--- config.mk ---
export PLATFORM = sky130hd
export DESIGN_NAME = nbit_serial_subtractor_flat
export DESIGN_NICKNAME = d
export VERILOG_FILES = /design/src/rtl/nbit_serial_subtractor_pkg.sv /design/src/rtl/nbit_serial_subtractor_if.sv /design/src/rtl/nbit_serial_subtractor_cla_sub_chunk.sv /design/src/rtl/nbit_serial_subtractor.sv /design/src/flat_wrapper.sv
export SDC_FILE = /design/constraint.sdc
export NUM_CORES = 1
export LEC_CHECK = 0
export CELL_PAD_IN_SITES_DETAIL_PLACEMENT = 1
export CELL_PAD_IN_SITES_GLOBAL_PLACEMENT = 1
export CORE_ASPECT_RATIO = 0.9
export CORE_MARGIN = 1.5
export CORE_UTILIZATION = 45
export DETAILED_ROUTE_END_ITERATION = 10
export GPL_TIMING_DRIVEN = 1
export PLACE_DENSITY_LB_ADDON = 0.1
export SLEW_MARGIN = 40
export SYNTH_ARGS = -nofsm -noshare
export SYNTH_HDL_FRONTEND = slang
export SYNTH_HIERARCHICAL = 1
export SYNTH_SLANG_ARGS = --single-unit
--- constraint.sdc ---
create_clock -name clk -period 5.9 [get_ports clk]
set_input_delay 0.59 -clock clk [delete_from_list [all_inputs] [get_ports clk]]
set_output_delay 0.59 -clock clk [all_outputs]
set_load 0.05 [all_outputs]
--- src/rtl/nbit_serial_subtractor_pkg.sv ---
// -----------------------------------------------------------------------------
// nbit_sub_pkg
// Shared types and helpers for the serial subtractor:
//   state_e   : controller states (IDLE, BUSY, DONE)
//   idx_width : width of the slice index counter, clog2(BIT_NUMBER/CHUNK),
//               never less than one bit
// -----------------------------------------------------------------------------
package nbit_sub_pkg;

  typedef enum logic [1:0] {
    IDLE = 2'd0,
    BUSY = 2'd1,
    DONE = 2'd2
  } state_e;

  // Width of the slice index; a single-slice build still needs one bit.
  function automatic int idx_width(input int bit_number, input int chunk);
    int num_chunks;
    num_chunks = bit_number / chunk;
    if (num_chunks <= 1) begin
      return 1;
    end else begin
      return $clog2(num_chunks);
    end
  endfunction

endpackage : nbit_sub_pkg

--- src/rtl/nbit_serial_subtractor_if.sv ---
// -----------------------------------------------------------------------------
// nbit_serial_subtractor_if
// Operand / result handshake bundle of the serial subtractor.
//   in_valid, num_one, num_two : operand channel (producer -> subtractor)
//   in_ready                   : subtractor can accept operands
//   out_valid, D               : result channel {borrow, difference}
//   out_ready                  : consumer accepts the result
//   ovf                        : signed overflow flag, present only when
//                                NBIT_SUB_OVERFLOW_EN is defined
// Modports: master = operand producer / result consumer, slave = subtractor.
// -----------------------------------------------------------------------------
interface nbit_serial_subtractor_if #(
  parameter int BIT_NUMBER = 8
);

  logic                  in_valid;
  logic                  in_ready;
  logic [BIT_NUMBER-1:0] num_one;
  logic [BIT_NUMBER-1:0] num_two;
  logic                  out_valid;
  logic                  out_ready;
  logic [BIT_NUMBER:0]   D;
`ifdef NBIT_SUB_OVERFLOW_EN
  logic                  ovf;

  modport master (
    output in_valid, num_one, num_two, out_ready,
    input  in_ready, out_valid, D, ovf
  );

  modport slave (
    input  in_valid, num_one, num_two, out_ready,
    output in_ready, out_valid, D, ovf
  );
`else
  modport master (
    output in_valid, num_one, num_two, out_ready,
    input  in_ready, out_valid, D
  );

  modport slave (
    input  in_valid, num_one, num_two, out_ready,
    output in_ready, out_valid, D
  );
`endif

endinterface : nbit_serial_subtractor_if

--- src/rtl/nbit_serial_subtractor_cla_sub_chunk.sv ---
// -----------------------------------------------------------------------------
// cla_sub_chunk
// Combinational CHUNK-bit slice subtractor: d = a - b - bin.
// Implemented as the adder a + ~b + ~bin using generate/propagate terms, so
// the borrow out is the inverted carry out.
//   a, b  : slice operands
//   bin   : borrow in from the lower slice
//   d     : slice difference
//   bout  : borrow out to the next slice
// -----------------------------------------------------------------------------
module cla_sub_chunk #(
  parameter int CHUNK = 4
) (
  input  logic [CHUNK-1:0] a,
  input  logic [CHUNK-1:0] b,
  input  logic             bin,
  output logic [CHUNK-1:0] d,
  output logic             bout
);

  logic [CHUNK-1:0] g_s;
  logic [CHUNK-1:0] p_s;
  logic [CHUNK:0]   c_s;

  // Generate/propagate of a + ~b; the inverted borrow is the carry in.
  always_comb begin
    g_s = a & ~b;
    p_s = a ^ ~b;
  end

  // Carry chain, difference bits and borrow out.
  always_comb begin
    c_s    = '0;
    c_s[0] = ~bin;
    for (int i = 0; i < CHUNK; i++) begin
      c_s[i+1] = g_s[i] | (p_s[i] & c_s[i]);
    end
    d    = p_s ^ c_s[CHUNK-1:0];
    bout = ~c_s[CHUNK];
  end

endmodule : cla_sub_chunk

--- src/rtl/nbit_serial_subtractor.sv ---
// -----------------------------------------------------------------------------
// nbit_serial_subtractor
// Multi-cycle unsigned subtractor: D = {borrow, num_one - num_two mod
// 2^BIT_NUMBER}, computed one CHUNK-bit slice per clock with the borrow
// carried between slices. Latency from input handshake to out_valid is
// BIT_NUMBER/CHUNK cycles. BIT_NUMBER must be a multiple of CHUNK.
//
// Ports:
//   clk    : clock, all state changes on the rising edge
//   rst_n  : asynchronous active-low reset
//   bus    : nbit_serial_subtractor_if.slave (in_valid/in_ready/num_one/
//            num_two, out_valid/out_ready/D, optional ovf)
//
// Build option: NBIT_SUB_OVERFLOW_EN adds bus.ovf, the signed two's-complement
// overflow of num_one - num_two, valid with out_valid and held with D.
//
// in_ready and out_valid are registered. in_ready stays low during reset and
// rises on the first clock edge after release.
// -----------------------------------------------------------------------------
module nbit_serial_subtractor
  import nbit_sub_pkg::*;
#(
  parameter int BIT_NUMBER = 8,
  parameter int CHUNK      = 4
) (
  input logic                     clk,
  input logic                     rst_n,
  nbit_serial_subtractor_if.slave bus
);

  localparam int                NUM_CHUNKS = BIT_NUMBER / CHUNK;
  localparam int                IDX_W      = idx_width(BIT_NUMBER, CHUNK);
  localparam logic [IDX_W-1:0]  LAST_IDX   = IDX_W'(NUM_CHUNKS - 1);
  localparam int                MSB        = BIT_NUMBER - 1;

  state_e                state_r;
  logic [IDX_W-1:0]      idx_r;
  logic                  borrow_r;
  logic [BIT_NUMBER-1:0] a_r;
  logic [BIT_NUMBER-1:0] b_r;
  logic [BIT_NUMBER-1:0] diff_r;
  logic [BIT_NUMBER:0]   d_r;
  logic                  in_ready_r;
  logic                  out_valid_r;
`ifdef NBIT_SUB_OVERFLOW_EN
  logic                  ovf_r;
`endif

  logic [CHUNK-1:0]      a_slice_s;
  logic [CHUNK-1:0]      b_slice_s;
  logic [CHUNK-1:0]      d_slice_s;
  logic                  bout_s;
  logic [BIT_NUMBER-1:0] diff_next_s;

  // Select the operand slice addressed by the index counter.
  always_comb begin
    a_slice_s = '0;
    b_slice_s = '0;
    for (int k = 0; k < NUM_CHUNKS; k++) begin
      if (idx_r == IDX_W'(k)) begin
        a_slice_s = a_r[k*CHUNK +: CHUNK];
        b_slice_s = b_r[k*CHUNK +: CHUNK];
      end else begin
        a_slice_s = a_slice_s;
        b_slice_s = b_slice_s;
      end
    end
  end

  cla_sub_chunk #(
    .CHUNK (CHUNK)
  ) u_slice (
    .a    (a_slice_s),
    .b    (b_slice_s),
    .bin  (borrow_r),
    .d    (d_slice_s),
    .bout (bout_s)
  );

  // Merge the fresh slice result into the running difference.
  always_comb begin
    diff_next_s = diff_r;
    for (int k = 0; k < NUM_CHUNKS; k++) begin
      if (idx_r == IDX_W'(k)) begin
        diff_next_s[k*CHUNK +: CHUNK] = d_slice_s;
      end else begin
        diff_next_s[k*CHUNK +: CHUNK] = diff_r[k*CHUNK +: CHUNK];
      end
    end
  end

  // Controller FSM, slice counter, operand/result registers and handshakes.
  always_ff @(posedge clk or negedge rst_n) begin
    if (!rst_n) begin
      state_r     <= IDLE;
      idx_r       <= '0;
      borrow_r    <= 1'b0;
      a_r         <= '0;
      b_r         <= '0;
      diff_r      <= '0;
      d_r         <= '0;
      in_ready_r  <= 1'b0;
      out_valid_r <= 1'b0;
`ifdef NBIT_SUB_OVERFLOW_EN
      ovf_r       <= 1'b0;
`endif
    end else begin
      case (state_r)
        IDLE: begin
          // in_ready_r gates acceptance so operands are only taken on an
          // edge where in_ready was visibly high.
          if (in_ready_r && bus.in_valid) begin
            a_r        <= bus.num_one;
            b_r        <= bus.num_two;
            borrow_r   <= 1'b0;
            idx_r      <= '0;
            in_ready_r <= 1'b0;
            state_r    <= BUSY;
          end else begin
            in_ready_r <= 1'b1;
          end
        end

        BUSY: begin
          diff_r   <= diff_next_s;
          borrow_r <= bout_s;
          if (idx_r == LAST_IDX) begin
            d_r         <= {bout_s, diff_next_s};
            out_valid_r <= 1'b1;
            state_r     <= DONE;
`ifdef NBIT_SUB_OVERFLOW_EN
            // Signed overflow: operands differ in sign and the result sign
            // differs from the minuend sign.
            ovf_r <= (a_r[MSB] != b_r[MSB]) && (diff_next_s[MSB] != a_r[MSB]);
`endif
          end else begin
            idx_r <= idx_r + IDX_W'(1);
          end
        end

        DONE: begin
          // D (and ovf) stay untouched here so they remain valid after the
          // handshake until the next result overwrites them.
          if (bus.out_ready) begin
            out_valid_r <= 1'b0;
            in_ready_r  <= 1'b1;
            state_r     <= IDLE;
          end else begin
            out_valid_r <= 1'b1;
          end
        end

        default: begin
          state_r     <= IDLE;
          in_ready_r  <= 1'b0;
          out_valid_r <= 1'b0;
        end
      endcase
    end
  end

  assign bus.in_ready  = in_ready_r;
  assign bus.out_valid = out_valid_r;
  assign bus.D         = d_r;
`ifdef NBIT_SUB_OVERFLOW_EN
  assign bus.ovf       = ovf_r;
`endif

endmodule : nbit_serial_subtractor

--- src/flat_wrapper.sv ---
// flat-port wrapper written by rule: the top's interface ports become plain ports
module nbit_serial_subtractor_flat import nbit_sub_pkg::*;
#(
  parameter int BIT_NUMBER = 8,
  parameter int CHUNK      = 4
)
  (clk, rst_n, bus_in_valid, bus_num_one, bus_num_two, bus_out_ready, bus_in_ready, bus_out_valid, bus_D);
  nbit_serial_subtractor_if #(.BIT_NUMBER(BIT_NUMBER)) bus_i ();
  input logic clk;
  input logic rst_n;
  input wire logic [$bits(bus_i.in_valid)-1:0] bus_in_valid;
  input wire logic [$bits(bus_i.num_one)-1:0] bus_num_one;
  input wire logic [$bits(bus_i.num_two)-1:0] bus_num_two;
  input wire logic [$bits(bus_i.out_ready)-1:0] bus_out_ready;
  output wire logic [$bits(bus_i.in_ready)-1:0] bus_in_ready;
  output wire logic [$bits(bus_i.out_valid)-1:0] bus_out_valid;
  output wire logic [$bits(bus_i.D)-1:0] bus_D;
  assign bus_i.in_valid = bus_in_valid;
  assign bus_i.num_one = bus_num_one;
  assign bus_i.num_two = bus_num_two;
  assign bus_i.out_ready = bus_out_ready;
  assign bus_in_ready = bus_i.in_ready;
  assign bus_out_valid = bus_i.out_valid;
  assign bus_D = bus_i.D;
  nbit_serial_subtractor #(.BIT_NUMBER(BIT_NUMBER), .CHUNK(CHUNK)) u_core (.clk(clk), .rst_n(rst_n), .bus(bus_i));
endmodule
# Yosys cells after proc, flatten, opt, wreduce, memory -nomap -nowiden
# Cells that the tools add are included.
# word_totals
ff_bits,39
in_bits,20
out_inout_bits,11
wordCells,58
# op_classes
add_sub_neg,1
eq_ne,5
mux,18
bitwise,16
reduce_logical,9
# ops
cell,count
4-bit two-way mux,4
2-bit AND reduction,5
4-bit XOR,2
1-bit two-way mux,6
2-bit two-way mux,3
1-bit one-hot mux with 3 select lines,2
2-bit one-hot mux with 3 select lines,1
1-bit AND,4
4-bit AND,1
"2-bit by 1-bit inequality test with 1-bit output, second input constant",2
1-bit inverter,4
4-bit inverter,1
1-bit bitwise OR,4
1-bit one-hot mux with 2 select lines,2
3-bit AND reduction,1
"2-bit by 1-bit == test with 1-bit output, second input constant",1
"2-bit == test, second input constant",1
2-bit zero test,1
"2-bit inequality test, second input constant",1
2-bit nonzero test,1
"1-bit adder, second input constant",1
1-bit logical AND,1

# Longest topological paths before layout
# depth
ltp_word,13
depth_mapped,10
mapped_depth_nobuf,9

# Hierarchy
# Netlist, hierarchy kept.
# by_module_without_submodules
module,n_inst,cells_each,area_each_um2,seq_area_each_um2
nbit_serial_subtractor,1,108,1577.8,875.8
cla_sub_chunk,1,12,110.1,0.0

# Least setup slack after synthesis
# No wires, ideal clock.
# synth_timing
path_kind,register to register
from,reg u_core.idx_r
to,"reg u_core.d_r[7], in the netlist u_core/bus.D[7]"
setup_time_ns,0.118
arrival_time_ns,2.941
required_ns,5.782
slack_ns,2.841
stages_incl_launch_ff,10
path_buffers,1
period_less_slack_ns,3.059
path_cell_list,dfrtp_1 buf_2 mux2_2 fa_1 fa_1 fa_1 fa_1 inv_1 and3_1 a21o_1
# synth_via
elab_chain_len,11
elab_cells_between_ends,14
classes_between,mux: 3; bitwise: 10; reduce/logical: 1
# synth_rtl
item,line,source
from (decl),nbit_serial_subtractor.sv:37,logic [IDX_W-1:0] idx_r;
from (signal assigned),nbit_serial_subtractor.sv:137,idx_r <= idx_r + IDX_W'(1);
4-bit two-way mux (*),nbit_serial_subtractor.sv:60,if (idx_r == IDX_W'(k)) begin
net u_core.b_slice_s[0],nbit_serial_subtractor.sv:50,logic [CHUNK-1:0] b_slice_s;
4-bit inverter (*),"nbit_serial_subtractor_cla_sub_chunk.sv:27, nbit_serial_subtractor_cla_sub_chunk.sv:28",
4-bit XOR,nbit_serial_subtractor_cla_sub_chunk.sv:28,p_s = a ^ ~b;
1-bit AND,nbit_serial_subtractor_cla_sub_chunk.sv:36,c_s[i+1] = g_s[i] | (p_s[i] & c_s[i]);
1-bit bitwise OR (*),nbit_serial_subtractor_cla_sub_chunk.sv:36,
1-bit AND (*),nbit_serial_subtractor_cla_sub_chunk.sv:36,
1-bit bitwise OR (*),nbit_serial_subtractor_cla_sub_chunk.sv:36,
1-bit AND (*),nbit_serial_subtractor_cla_sub_chunk.sv:36,
1-bit bitwise OR (*),nbit_serial_subtractor_cla_sub_chunk.sv:36,
4-bit XOR (*),nbit_serial_subtractor_cla_sub_chunk.sv:38,d = p_s ^ c_s[CHUNK-1:0];
net u_core.d_slice_s[3],nbit_serial_subtractor.sv:51,logic [CHUNK-1:0] d_slice_s;
4-bit two-way mux (*),nbit_serial_subtractor.sv:84,if (idx_r == IDX_W'(k)) begin
to (signal assigned),nbit_serial_subtractor.sv:128,"d_r <= {bout_s, diff_next_s};"
to (decl),nbit_serial_subtractor.sv:42,logic [BIT_NUMBER:0] d_r;
# The timed path passes the listed nets; every way through them passes the cells marked *.
# A chain may end at the register's enable or synchronous reset.

# Worst setup path in the final report
# Same ends and word-level chain as after synthesis.

==> impl_results.rst <==
.. list-table::
   :header-rows: 1

   * - Metric
     - Value
   * - Syn avg cell area
     - 14.1 um^2
   * - Worst-skew pair later-pin latency
     - 290 ps
   * - Overall global routing resource usage
     - 18.2%
   * - Number of cells upsized or downsized after cts
     - 0
   * - Setup repair after global routing missed its margin
     - false
   * - Clk slew on worst S/H paths
     - 70 ps
   * - Layout-stage area growth over the synthesis result
     - 24.8%
   * - Post-Synthesis Cell Area
     - 1690 um^2
   * - Final TNS setup
     - 0 ps
   * - Share of synthesized cell area in and, or, nand and nor gates
     - 5.63%
   * - Number of fill cells in the layout
     - 344
   * - Detail Route Antenna Nets
     - 0
   * - Post-synthesis instance total
     - 120
   * - Detailed-route DRC error count
     - 0
   * - Total Die Area
     - 4130 um^2
   * - Global-route wire length before repair
     - 5.31 mm
   * - Post-synthesis net count
     - 149
   * - Final Worst Setup Slack
     - 2660 ps
   * - Asr flop ratio synth
     - 100%
   * - Die Width
     - 67.6 um
   * - Worst Path Class, Setup
     - reg2reg
   * - Starting utilization of the core area
     - 48.5%
   * - Total power per unit cell area
     - 633 nW/um^2
   * - Post-route clock period utilization
     - 55.0%
   * - Pre-CTS WS
     - 2660 ps
   * - Worst endpoint required time
     - 6080 ps
   * - Type of element launching the critical path
     - register
   * - Number of search-and-repair iterations in the first detailed-routing pass
     - 4
   * - Maximum number of pins on one net before global-route repair
     - 36
   * - Total congestion overflow
     - 0
   * - Commonest cells post-synth
     - 35 x sky130_fd_sc_hd__dfrtp_1, 27 x sky130_fd_sc_hd__mux2_2, 11 x sky130_fd_sc_hd__inv_1
   * - Sum of routed wire length over all layers
     - 3.20 mm
   * - Root Buffer
     - sky130_fd_sc_hd__clkbuf_8
   * - Synthesized-area fraction occupied by adder cells
     - 8.45%
   * - TritonCTS Buffers
     - 5
   * - Dominant cell type by area after synthesis
     - sky130_fd_sc_hd__dfrtp_1
   * - Ys Warns
     - 6
   * - Share of Yosys cell area claimed by the top area cell type
     - 51.9%
   * - Number of max-slew violations in the final report
     - 0
   * - Dominant register cell in the synthesized netlist
     - sky130_fd_sc_hd__dfrtp_1
   * - Chip height
     - 61.1 um
   * - Antenna Cells
     - 0
   * - Maximum clock frequency
     - 0.308 GHz
   * - Post-CTS repair timing setup buffer count
     - 0
   * - Cell types with the largest area share after synthesis
     - sky130_fd_sc_hd__dfrtp_1 52%, sky130_fd_sc_hd__mux2_2 18%, sky130_fd_sc_hd__mux2_4 6.2%, sky130_fd_sc_hd__fa_1 4.7%, sky130_fd_sc_hd__ha_1 3.7%
   * - Sink Count
     - 35
   * - Max FO, Critical Path
     - 16
   * - Area fraction in compound gates after synthesis
     - 5.19%
   * - XOR/XNOR share of the synthesized area
     - 0%
   * - # IOs
     - 31
   * - Dominant cell by count in the synthesized netlist
     - sky130_fd_sc_hd__dfrtp_1
   * - Smallest hold slack
     - 476 ps
   * - Combinational family with the most area after synthesis
     - multiplexers
   * - Reported max-cap violation count
     - 0
   * - Peak supply drop
     - 0.311 mV
   * - Multiplexer area fraction after synthesis
     - 24.8%
   * - Instance count after placement with tap cells included
     - 191
   * - Number of antenna violations at the first check in global routing
     - 0
   * - Fin nets
     - 183
   * - Slew at the pin closest to its max-slew limit
     - 552 ps
   * - Hold buffers post-CTS
     - 0
   * - Data arrival time of the worst path
     - 3420 ps
   * - Number of storage elements in the synthesis netlist
     - 35
   * - H-tree levels
     - 2
   * - Via count of the first global-routing pass
     - 1,097
   * - Worst min path class
     - reg2reg
   * - Drt via density
     - 5.07
   * - Fraction of final layout cells with drive strength greater than 1
     - 29.7%
   * - Outcome
     - finished clean
   * - Count of port buffers added during placement
     - 30
   * - Buffer depth of the longest clock path
     - 2
   * - Worst Clk Skew
     - 2.61 ps
   * - Remaining max-slew budget at the tightest pin
     - 63.2%
   * - Setup-violating endpoint count in the final report
     - 0
   * - Starting DRT DRC Count
     - 25
   * - Share of synthesized area occupied by flip-flops and latches
     - 51.9%
   * - Static leakage
     - 0.986 nW
   * - Number of vias in the routed layout
     - 1,008
   * - Cell variety after synth
     - 24
   * - Final period demand of the worst path
     - 3240 ps
   * - Detailed placement HPWL
     - 2.33 mm
   * - Number of non-filler instances in the completed layout
     - 199
   * - Placeable core region
     - 3480 um^2
   * - Capturing element type of the critical path
     - register
   * - Number of enable-type register cells in the synthesized netlist
     - 0
   * - Routed length per placed instance
     - 16.1 um
   * - TritonCTS clock tree
     - built
   * - Number of core rows
     - 20
   * - Final hold vios
     - 0
   * - Routability-driven placement congestion ratio
     - 0.760
-- area by class of cell --
cell class	instances	area, um^2	area share (%)
Clock buffer	7	76.3	3.62
Sequential cell	35	876	41.6
Inverter	11	41.3	1.96
Timing Repair Buffer	31	308	14.6
Multi-Input combinational cell	70	744	35.4
Clock inverter	1	5.00	0.238
Tap cell	44	55.1	2.61
-- metal layers --
metal | vias to the layer above | global-route usage (%) | wire [um]
met3 | 7 | 6.03 | 168
met4 | 0 | 6.12 | 46
li1 | 473 | - | -
met5 | - | 0 | 0
met2 | 26 | 29.6 | 1640
met1 | 502 | 23.1 | 1340
-- power breakdown --
part | leakage [nW] | internal, mW | total [mW] | switching [mW]
sequential | 0.421 | 0.364 | 0.448 | 0.0843
combinational | 0.523 | 0.345 | 0.721 | 0.377
clock | 0.0422 | 0.0827 | 0.164 | 0.0814
total | 0.986 | 0.791 | 1.33 | 0.542
-- worst max-delay path, stage by stage, from the launching register on --
cell	delay [ps]
sky130_fd_sc_hd__dfrtp_1	690
sky130_fd_sc_hd__mux2_2	420
sky130_fd_sc_hd__fa_1	410
sky130_fd_sc_hd__fa_1	380
sky130_fd_sc_hd__fa_1	380
sky130_fd_sc_hd__fa_1	490
sky130_fd_sc_hd__inv_1	50
sky130_fd_sc_hd__and3_1	170
sky130_fd_sc_hd__a21o_1	150
-- flip-flops by register name (all words and copies together), names as in the netlist --
name	count
u_core/borrow_r	1
u_core/b_r	8
u_core/a_r	8
u_core/state_r	2
u_core/bus.in_ready	1
u_core/idx_r	1
u_core/diff_r	4
u_core/bus.out_valid	1
u_core/bus.D	9
-- layout by cell type, fill, tap and decap left out --
| master | instances |
|---|---|
| sky130_fd_sc_hd__mux2_4 | 7 |
| sky130_fd_sc_hd__clkbuf_8 | 5 |
| sky130_fd_sc_hd__fa_1 | 4 |
| sky130_fd_sc_hd__and3_1 | 4 |
| sky130_fd_sc_hd__mux2_2 | 27 |
| sky130_fd_sc_hd__nor2b_1 | 2 |
| sky130_fd_sc_hd__a21boi_2 | 1 |
| sky130_fd_sc_hd__nor2_1 | 1 |
| sky130_fd_sc_hd__buf_4 | 1 |
| sky130_fd_sc_hd__nand2b_1 | 2 |
| sky130_fd_sc_hd__a31o_2 | 1 |
| sky130_fd_sc_hd__clkbuf_1 | 2 |
| sky130_fd_sc_hd__inv_1 | 11 |
| sky130_fd_sc_hd__ha_1 | 5 |
| sky130_fd_sc_hd__o32a_1 | 1 |
| sky130_fd_sc_hd__a21o_1 | 4 |
| sky130_fd_sc_hd__nor3_2 | 1 |
| sky130_fd_sc_hd__mux2i_1 | 1 |
| sky130_fd_sc_hd__clkinv_2 | 1 |
| sky130_fd_sc_hd__nand3_4 | 1 |
| sky130_fd_sc_hd__clkdlybuf4s50_1 | 30 |
| sky130_fd_sc_hd__nand2_1 | 2 |
| sky130_fd_sc_hd__dfrtp_1 | 35 |
| sky130_fd_sc_hd__o21ai_0 | 3 |
| sky130_fd_sc_hd__a21oi_1 | 1 |
| sky130_fd_sc_hd__o31ai_1 | 1 |
| sky130_fd_sc_hd__nand2_2 | 1 |
-- metrics by stage --
| step | area, um^2 | util [%] | total power, mW |
|---|---|---|---|
| 2_1_floorplan | 1690 | - | 0.979 |
| 3_3_place_gp | 2020 | 58.2 | 1.14 |
| 3_5_place_dp | 2020 | 58.2 | 1.18 |
| 4_1_cts | 2110 | 60.5 | 1.35 |
| 5_1_grt | 2110 | 60.5 | 1.44 |
| 6_report | 2110 | 60.5 | 1.33 |
-- worst paths after layout --
check / from / endpoint / slack [ps] / depth (start not counted)
max: u_core/idx_r / u_core/bus.D[7] / 2660 / 8
min reg2reg: u_core/bus.D[6] / u_core/bus.D[6] / 480 / 1
max in group asynchronous: rst_n / u_core/bus.D[3] / 4870 / 2
min in group asynchronous: rst_n / u_core/bus.D[1] / 720 / 2
max reg2reg: u_core/idx_r / u_core/bus.D[7] / 2660 / 8
min: u_core/bus.D[6] / u_core/bus.D[6] / 480 / 1
-- cell families (layout without fill, tap and decap cells) --
kind of cell | count (synthesis) | after routing
fa+ha+maj | 9 | 9
mux | 35 | 35
compound gates | 12 | 12
flops | 35 | 35
simple gates | 14 | 14
buf+inv | 15 | 50
Power figures use the tool's default switching activity.
==> RTL edit: new RTL, same settings <==
Re-encode `state_e` (3 states) as one-hot, 3 bits wide.
--- a/src/rtl/nbit_serial_subtractor_pkg.sv
+++ b/src/rtl/nbit_serial_subtractor_pkg.sv
@@ -8,8 +8,8 @@
 package nbit_sub_pkg;
 
-  typedef enum logic [1:0] {
-    IDLE = 2'd0,
-    BUSY = 2'd1,
-    DONE = 2'd2
+  typedef enum logic [2:0] {
+    IDLE = 3'b001,
+    BUSY = 3'b010,
+    DONE = 3'b100
   } state_e;
 
Function: no difference found for any inputs over 10 cycles, from zero or initial values and one cycle with rst_n low; not proved beyond that.
==> RTL edit against the original RTL <==
Power decreased by 12%; critical path depth decreased by 1; worst setup slack got worse by 0.086 ns; synthesized area decreased by 0.74%; design area about the same; sequential cell count increased by 1; routed wire length increased by 9.6%; largest power group unchanged.
==> RTL edit: results (changes against the original RTL) <==
## Setup path
- 3.50 ns — data arrival time at the worst-slack endpoint, +0.08 ns
- sky130_fd_sc_hd__dfrtp_1 — slowest stage cell, crit path
- u_core/diff_r[3] — worst r2r dst
- 7 — worst r2r path cells, -1
- 15 — maximum fanout along the worst path, -1
- 0.71 ns — biggest cell delay along the critical path, +0.02 ns
- adder cells — cell family contributing the most delay on the critical path
- u_core/idx_r — origin of the critical flop-to-flop path
- 2.57 ns — setup slack of the worst register-to-register path, -0.09 ns

## STA
- 61.5% — worst rel slew slack, -1.6 points
- 0 — count of final setup violators, unchanged
- 0.00261 ns — maximum clock skew at final layout, +0.00000358 ns

## Clock network
- 0.07 ns — clock edge transition at the registers on the reported setup and hold paths, about the same
- sky130_fd_sc_hd__clkbuf_8 — clock tree root driver cell
- 0.28 ns — latest clock arrival within the worst-skew pair
- 5 — cts bufs inserted, unchanged
- 0 — setup repair bufs after CTS, unchanged
- 0 — count of instances resized after the clock tree is built, unchanged

## Min path
- 2 — worst hold path stage count, +1
- flip-flop to flip-flop — type of the tightest min-delay check
- u_core/bus.D[1] — worst hold path startpoint
- u_core/bus.D[1] — Worst Hold Path EP

## Routing
- 48 — DR iter-0 viols, +92%
- 16.2 um — routed len/inst, +0.95%
- 4 — number of search-and-repair iterations in the first detailed-routing pass, unchanged
- 1118 — via count, +11%

## Global route
- 35.8% — met2 Usage GRT, +6.2 points
- 21.0% — overall global routing resource usage, +2.9 points
- 37 — largest net degree at the start of global routing, +2.8%
- 1224 — via count of the first global-routing pass, +12%
- 6150 um — first-pass GRT wire length, +16%
- 5.01% — met3 layer usage reported by global route, -1.0 points
- 26.7% — met1 Use GR, +3.6 points

## Logic synthesis
- 162 — number of nets produced by synthesis, +8.7%
- sky130_fd_sc_hd__dfrtp_1, sky130_fd_sc_hd__nand2_1, sky130_fd_sc_hd__mux2_2 — top cell types by occurrence after synthesis
- sky130_fd_sc_hd__dfrtp_1, sky130_fd_sc_hd__mux2_2, sky130_fd_sc_hd__nand2_1 — Area contributors post-synth
- 27 — count of unique library cells instantiated by Yosys, +13%
- 100% — fraction of registers with async set/reset, unchanged
- 53.8% — part of the Yosys area used for sequential elements, +2.0 points
- 6 — number of warnings printed during yosys synthesis, unchanged

## Place
- 2010 um^2 — placed inst area, -0.49%
- 30 — input/output buffers, unchanged
- 2550 um — hpwl dp, +9.4%
- 0.764 — final weighted congestion in routability-driven placement, +0.51%

## Final layout
- 9 — max FFs per register, unchanged
- 364 — layout filler cell count, +5.8%
- 2100 um^2 — final non-filler cell area, about the same
- 22.7% — share of final-layout standard cells stronger than drive strength 1, -7.0 points
- 195 — Final Net Count, +6.6%

## Power and ir drop
- 0.933 nW — standby leakage power, -5.4%
- 353 uV — worst supply voltage drop on vdd, +14%

## Run status
- complete, no violations — result of the run

==> RTL edit: area by class of cell <==
class                      count  share of cell area [%]
timing repair buffer          32                    15.0
sequential                    36                    42.9
inverter                       8                    1.43
tap                           44                    2.62
multi-input combinational     88                    33.8
clock buffer                   8                    4.28
==> RTL edit: metrics by stage <==
step,hold slack [ns],worst slack (ns),instances
final,0.477,2.57,216
after floorplan,0.294,2.92,138
after global placement,0.456,2.73,208
after detailed placement,0.469,2.58,208
after CTS,0.485,2.55,216
after global routing,0.513,2.44,216
==> RTL edit: worst max path at each step <==
stage	startpoint	to	slack [ns]	cells after the start
6_report	u_core/idx_r	u_core/diff_r[3]	2.57	7
5_1_grt	u_core/idx_r	u_core/diff_r[3]	2.44	7
4_1_cts	u_core/idx_r	u_core/diff_r[3]	2.55	7
3_5_place_dp	u_core/idx_r	u_core/diff_r[3]	2.58	7
3_3_place_gp	u_core/idx_r	u_core/diff_r[3]	2.73	7
2_1_floorplan	u_core/idx_r	u_core/diff_r[3]	2.92	9
==> RTL edit: where the power goes <==
group / internal [mW] / total, mW / switching, mW
sequential: 0.356 / 0.454 / 0.0981
combinational: 0.257 / 0.541 / 0.284
clock: 0.0952 / 0.177 / 0.0821
==> RTL edit: cells by family after synthesis <==
| group | share of synthesized area [%] |
|---|---|
| flops | 53.8 |
| fa+ha+maj | 4.78 |
| mux | 19.4 |
| compound gates | 3.73 |
| buf+inv | 3.66 |
| simple gates | 14.6 |
==> RTL edit: layer usage <==
layer	wire, um	vias up	share of wire (%)
li1	-	521	-
met1	1490	569	43
met2	1850	24	53
met3	125	4	3.6
met4	31	0	0.89
met5	0	-	0
